<file path="src/rtl/nd_2to1_arb_pkg.sv">
// Shared definitions for the 2-to-1 sequencing arbiter: state encoding,
// default widths/depths and the round-robin tie-break rule.
package nd_2to1_arb_pkg;

   localparam int NS_DATA_SIZE    = 8;
   localparam int SYNC_STAGES_DEF = 2;

   typedef enum logic [1:0] {
      ST_IDLE = 2'd0,
      ST_SEND = 2'd1,
      ST_RET  = 2'd2
   } st_e;

   // A lone requester wins outright; on a tie the input not served last wins.
   function automatic logic rr_pick(input logic s0, input logic s1, input logic last);
      return (s0 && s1) ? ~last : s1;
   endfunction

endpackage

</file>
<file path="src/rtl/ns_sync_bit.sv">
// STAGES-deep single-bit synchronizer with asynchronous active-low clear.
module ns_sync_bit #(
   parameter int STAGES = 2
) (
   input  logic clk,
   input  logic rst_n,
   input  logic d_i,
   output logic q_o
);

   logic [STAGES-1:0] sync_q;

   always_ff @(posedge clk or negedge rst_n) begin
      if (!rst_n) begin
         sync_q <= '0;
      end else begin
         sync_q[0] <= d_i;
         for (int i = 1; i < STAGES; i++) sync_q[i] <= sync_q[i-1];
      end
   end

   assign q_o = sync_q[STAGES-1];

endmodule

</file>
<file path="src/rtl/nd_2to1_arb.sv">
// Merges two four-phase req/ack message channels onto one output channel,
// one message in flight at a time, round-robin on ties.
module nd_2to1_arb
   import nd_2to1_arb_pkg::*;
#(
   parameter int DSZ         = NS_DATA_SIZE,
   parameter int SYNC_STAGES = SYNC_STAGES_DEF,
   parameter int CSZ         = 16
) (
   input  logic           i_clk,
   input  logic           reset,
   output logic           ready,
   input  logic           rcv0_req,
   input  logic [DSZ-1:0] rcv0_dat,
   output logic           rcv0_ack,
   input  logic           rcv1_req,
   input  logic [DSZ-1:0] rcv1_dat,
   output logic           rcv1_ack,
   output logic           snd0_req,
   output logic [DSZ-1:0] snd0_dat,
   input  logic           snd0_ack,
   output logic [CSZ-1:0] grant_cnt0,
   output logic [CSZ-1:0] grant_cnt1,
   output logic           last_grant
);

   logic s0, s1, sa;

   // Only the handshake lines cross domains; data is bundled and sampled
   // solely while the synchronized request is high.
   generate
      if (SYNC_STAGES == 0) begin : g_direct
         assign s0 = rcv0_req;
         assign s1 = rcv1_req;
         assign sa = snd0_ack;
      end else begin : g_sync
         ns_sync_bit #(.STAGES(SYNC_STAGES)) u_s0 (
            .clk(i_clk), .rst_n(reset), .d_i(rcv0_req), .q_o(s0));
         ns_sync_bit #(.STAGES(SYNC_STAGES)) u_s1 (
            .clk(i_clk), .rst_n(reset), .d_i(rcv1_req), .q_o(s1));
         ns_sync_bit #(.STAGES(SYNC_STAGES)) u_sa (
            .clk(i_clk), .rst_n(reset), .d_i(snd0_ack), .q_o(sa));
      end
   endgenerate

   st_e            state_q;
   logic           sel_q;
   logic           last_q;
   logic           ready_q;
   logic           snd_req_q;
   logic [DSZ-1:0] snd_dat_q;
   logic           ack0_q, ack1_q;
   logic [CSZ-1:0] cnt0_q, cnt1_q;

   logic sel_d;
   logic rsel_req;

   assign sel_d    = rr_pick(s0, s1, last_q);
   assign rsel_req = sel_q ? s1 : s0;

   always_ff @(posedge i_clk or negedge reset) begin
      if (!reset) begin
         state_q   <= ST_IDLE;
         sel_q     <= 1'b0;
         last_q    <= 1'b1;
         ready_q   <= 1'b0;
         snd_req_q <= 1'b0;
         snd_dat_q <= '0;
         ack0_q    <= 1'b0;
         ack1_q    <= 1'b0;
         cnt0_q    <= '0;
         cnt1_q    <= '0;
      end else begin
         ready_q <= 1'b1;
         case (state_q)
            ST_IDLE: begin
               if (s0 || s1) begin
                  sel_q     <= sel_d;
                  snd_dat_q <= sel_d ? rcv1_dat : rcv0_dat;
                  snd_req_q <= 1'b1;
                  state_q   <= ST_SEND;
               end
            end
            ST_SEND: begin
               if (sa) begin
                  snd_req_q <= 1'b0;
                  last_q    <= sel_q;
                  if (sel_q) begin
                     ack1_q <= 1'b1;
                     cnt1_q <= cnt1_q + CSZ'(1);
                  end else begin
                     ack0_q <= 1'b1;
                     cnt0_q <= cnt0_q + CSZ'(1);
                  end
                  state_q <= ST_RET;
               end
            end
            ST_RET: begin
               // Both the source and the sink must have released before re-arbitrating.
               if (!rsel_req && !sa) begin
                  ack0_q  <= 1'b0;
                  ack1_q  <= 1'b0;
                  state_q <= ST_IDLE;
               end
            end
            default: state_q <= ST_IDLE;
         endcase
      end
   end

   assign ready      = ready_q;
   assign rcv0_ack   = ack0_q;
   assign rcv1_ack   = ack1_q;
   assign snd0_req   = snd_req_q;
   assign snd0_dat   = snd_dat_q;
   assign grant_cnt0 = cnt0_q;
   assign grant_cnt1 = cnt1_q;
   assign last_grant = last_q;

endmodule
</file>
<file path="config.mk">
export PLATFORM = sky130hd
export DESIGN_NAME = nd_2to1_arb
export DESIGN_NICKNAME = d
export VERILOG_FILES = /design/src/rtl/nd_2to1_arb_pkg.sv /design/src/rtl/ns_sync_bit.sv /design/src/rtl/nd_2to1_arb.sv
export SDC_FILE = /design/constraint.sdc
export NUM_CORES = 1
export LEC_CHECK = 0
export BUFFER_PORTS_ARGS = -buffer_cell sky130_fd_sc_hd__buf_2
export CORE_ASPECT_RATIO = 0.7
export CORE_MARGIN = 5
export CORE_UTILIZATION = 51
export CTS_CLUSTER_SIZE = 30
export DETAILED_ROUTE_END_ITERATION = 8
export GPL_TIMING_DRIVEN = 0
export PLACE_DENSITY = 0.91
export SKIP_CTS_REPAIR_TIMING = 1
export SLEW_MARGIN = 20
export SYNTH_ARGS = -nofsm -noshare
export SYNTH_HDL_FRONTEND = slang
export SYNTH_SLANG_ARGS = --single-unit
</file>
<file path="constraint.sdc">
create_clock -name i_clk -period 2.3 [get_ports i_clk]
set_input_delay 0.23 -clock i_clk [delete_from_list [all_inputs] [get_ports i_clk]]
set_output_delay 0.23 -clock i_clk [all_outputs]
set_load 0.01 [all_outputs]
</file>
==> metrics.md <==
| Metric | Value |
|---|---|
| Wire length of the first global-routing pass | 7507 um |
| Total nets after synthesis | 219 |
| Number of global-route vias before repair | 1641 |
| Worst Hold Margin | -0.04660 ns |
| Reported leakage power | 1.410 nW |
| Share of the cycle needed by the critical path after routing | 76.01% |
| Worst setup path class | reg2reg |
| Number of DRC markers after the initial detailed-route iteration | 47 |
| Wirelength, routed | 4362 um |
| Antenna Diode Count | 0 |
| CTS tree | done |
| Total power after layout | 2.560 mW |
| Port Buf Inserts | 65 |
| Clock transition time at the flip-flop clock pins of the worst setup and hold paths | 0.09 ns |
| Headroom to the max-slew limit | 56.94% |
| Die outline area | 0.005957 mm^2 |
| Placer's final routability congestion estimate | 0.7912 |
| Pre-Repair DR Iteration Count | 4 |
| Antenna violation net count after detailed routing | 0 |
| Count of final hold-check violations | 53 |
| Half-perimeter wire length after detailed placement | 3299 um |
| Vias | 1657 |
| Leading post-synthesis cells by cell area | dfrtp_1 58%, xnor2_1 6.5%, xor2_1 5.0% |
| Number of H-tree levels | 2 |
| Achievable clock frequency | 572.0 MHz |
| Post-synth cell types | 37 |
| Fraction of synthesized cell area taken by the top area cell type | 57.86% |
| Number of cells traversed by the worst register-to-register path | 5 |
| Sink Count | 54 |
| Seq/Total Area, Yosys | 59.01% |
| Number of synthesized register bits | 54 |
| Worst path arrival time | 1.90 ns |
| Crit path required time | 2.45 ns |
| Count of final max-slew check failures | 0 |
| Largest net degree at the start of global routing | 55 |
| Clock tree root buffer cell | clkbuf_8 |
| Cell type with the highest aggregate area in the netlist | dfrtp_1 |
| Critical path buffers and inverters | 2 |
| Number of cell rows | 20 |
| Remaining global-route overflow | 0 |
| Die outline height | 66.09 um |
| Number of flops mapped to enable cells by yosys | 0 |
| Post-Syn Area per Cell | 11.69 um^2 |
| Largest incremental delay on the critical path | 0.46 ns |
| CP Cell Sequence | nor2_1 -> o21a_1 -> clkbuf_1 -> clkbuf_1 -> a21oi_1 |
| Fraction of final layout cells with drive strength greater than 1 | 29.85% |
| Clk_lat worst skew | 0.30 ns |
| Result of the run | complete, but fails checks |
| Count of mapped cells out of synthesis | 196 |
| Initial Utilization | 52.64% |
| Transition time of the tightest slew-check pin | 0.6459 ns |
| Warning count from the yosys run | 0 |
| Total of endpoints with negative setup slack in the final report | 0 |
| Top fanout value on the critical path | 10 |
| Synthesis-to-layout area growth | 20.74% |
| Master of the slowest instance on the critical path | dfrtp_1 |
| Post-synthesis async set-or-reset flop share | 100.0% |
| Setup repair after global routing missed its margin | false |
| Clock skew after layout | 0.009156 ns |
| Type of element launching the critical path | flop |
| Summed instance area of the synthesized netlist | 0.002292 mm^2 |
| Antenna violations before repair | 0 |
| PwrDens | 925.0 mW/mm^2 |
| Logic depth of the worst path, buffers included | 5 |
| Top_reg_cell synth | dfrtp_1 |
| Violated checks | negative hold slack |
| Number of max-cap violations | 0 |
| Fin crit period | 1.748 ns |
| Maximum buffer depth of the clock tree | 2 |
| Overall fraction of global-route tracks in use | 15.62% |
| Setup crit end kind | flop |
| Horizontal die dimension | 90.13 um |
| Top-Level Pins | 66 |
| Per-cell routed wire length | 13.50 um |
| Number of DRC violations after detailed routing | 0 |
| Total Neg Setup Slack | 0 ns |
| Placeable Area | 0.004354 mm^2 |
| Crit path top cell by count | clkbuf_1 |
| TritonCTS Buffers | 5 |
| Cell class contributing the biggest share of worst-path delay | buffers and inverters |
| Hold Crit Class | in2async |
| Vias per cell | 5.130 |
| Max VDD drop | 0.6129 mV |
| Nets@finish | 291 |
==> layout make-up <==
cell class                 count  area (um^2)
multi-input combinational    133        904.6
fill                         372         1587
sequential                    54         1353
clock buffer                   5        68.82
clock inverter                 2        10.01
timing repair buffer          65        327.8
tap                           55        68.82
buffer                         4        16.27
inverter                       5        18.77
==> where the power goes <==
part           internal [mW]  switching (mW)  total [mW]
Combinational          0.330           0.386       0.717
Clock                  0.205           0.284       0.489
Sequential              1.15           0.200        1.35
==> cells in the mapped netlist, drive strengths merged, types with 2 or more instances <==
| cell | number |
|---|---|
| a21o | 3 |
| a21oi | 8 |
| and3 | 2 |
| and4 | 3 |
| buf | 2 |
| clkbuf | 2 |
| dfrtp | 53 |
| ha | 2 |
| inv | 5 |
| mux2i | 8 |
| nand2 | 15 |
| nand2b | 2 |
| nand3 | 12 |
| nand3b | 3 |
| nand4 | 5 |
| nand4b | 2 |
| nor2 | 16 |
| nor3 | 5 |
| nor4 | 3 |
| o21ai | 2 |
| or2 | 2 |
| xnor2 | 17 |
| xor2 | 13 |
==> worst paths after layout <==
| check | slack (ns) | startpoint | to |
|---|---|---|---|
| max in group asynchronous | 1.91 | reset | snd0_dat[0] |
| min | -0.05 | reset | grant_cnt1[8] |
| min in group i_clk | 0.04 | rcv0_req | g_sync.u_s0.sync_q[0] |
| max reg2reg | 0.55 | state_q[0] | snd0_dat[3] |
| min reg2reg | 0.35 | g_sync.u_sa.sync_q[0] | g_sync.u_sa.sync_q[1] |
| max | 0.55 | state_q[0] | snd0_dat[3] |
==> cell families (layout without fill, tap and decap cells) <==
kind of cell,count (synthesis),after routing,synth area share [%]
xor+xnor,30,30,11.46
flops,54,54,59.01
compound gates,16,16,4.149
simple gates,75,75,18.61
other cells,1,1,0.1636
mux,9,9,3.985
fa+ha+maj,2,2,1.092
buf+inv,9,81,1.528
==> cell usage in the layout, fill, tap and decap left out, types with 2 or more instances in the layout <==
master,instances
clkbuf_1,2
dfrtp_1,53
nand3b_1,3
and3_1,2
nor4_2,2
a21oi_1,8
nand2_1,15
nor2_1,16
xor2_1,13
clkinv_2,2
nand4b_1,2
nor3_1,5
inv_1,5
nand3_1,12
ha_1,2
mux2i_1,8
nand4_1,5
nand2b_1,2
o21ai_0,2
clkbuf_8,5
xnor2_1,17
a21o_1,3
and4_1,3
buf_2,65
==> routing by layer <==
layer	up-vias	share of wire (%)	global-route usage, %
met4	0	0.78	3.903
met5	-	0	0
met2	52	45	24.18
met1	787	47	21.38
met3	4	7.3	5.119
li1	814	-	-
==> worst reg2reg max path: cells and delay by family, from the launching register on <==
kind / cells / cell delay (ns)
compound gates: 2 / 0.27
simple gates: 1 / 0.17
buf+inv: 2 / 0.72
flops: 1 / 0.46
==> state kept, by name, indices dropped and copies added, names as in the netlist, 2 cells and up <==
| register | cells |
|---|---|
| g_sync.u_s0.sync_q | 2 |
| g_sync.u_sa.sync_q | 2 |
| grant_cnt1 | 16 |
| grant_cnt0 | 16 |
| snd0_dat | 8 |
| g_sync.u_s1.sync_q | 2 |
| state_q | 2 |
==> stage by stage <==
step | setup WS [ns] | std cells | area, um^2 | util [%] | hold slack (ns)
2_1_floorplan | 0.7047 | 196 | 2292 | - | -0.06559
3_3_place_gp | 0.5689 | 316 | 2686 | 61.70 | 0.3343
3_5_place_dp | 0.5379 | 316 | 2689 | 61.75 | 0.3068
4_1_cts | 0.5370 | 323 | 2768 | 63.56 | -0.02513
5_1_grt | 0.3499 | 323 | 2768 | 63.56 | 0.008344
6_report | 0.5517 | 323 | 2768 | 63.56 | -0.04660
Note: power is estimated with default switching activity, not from simulation.
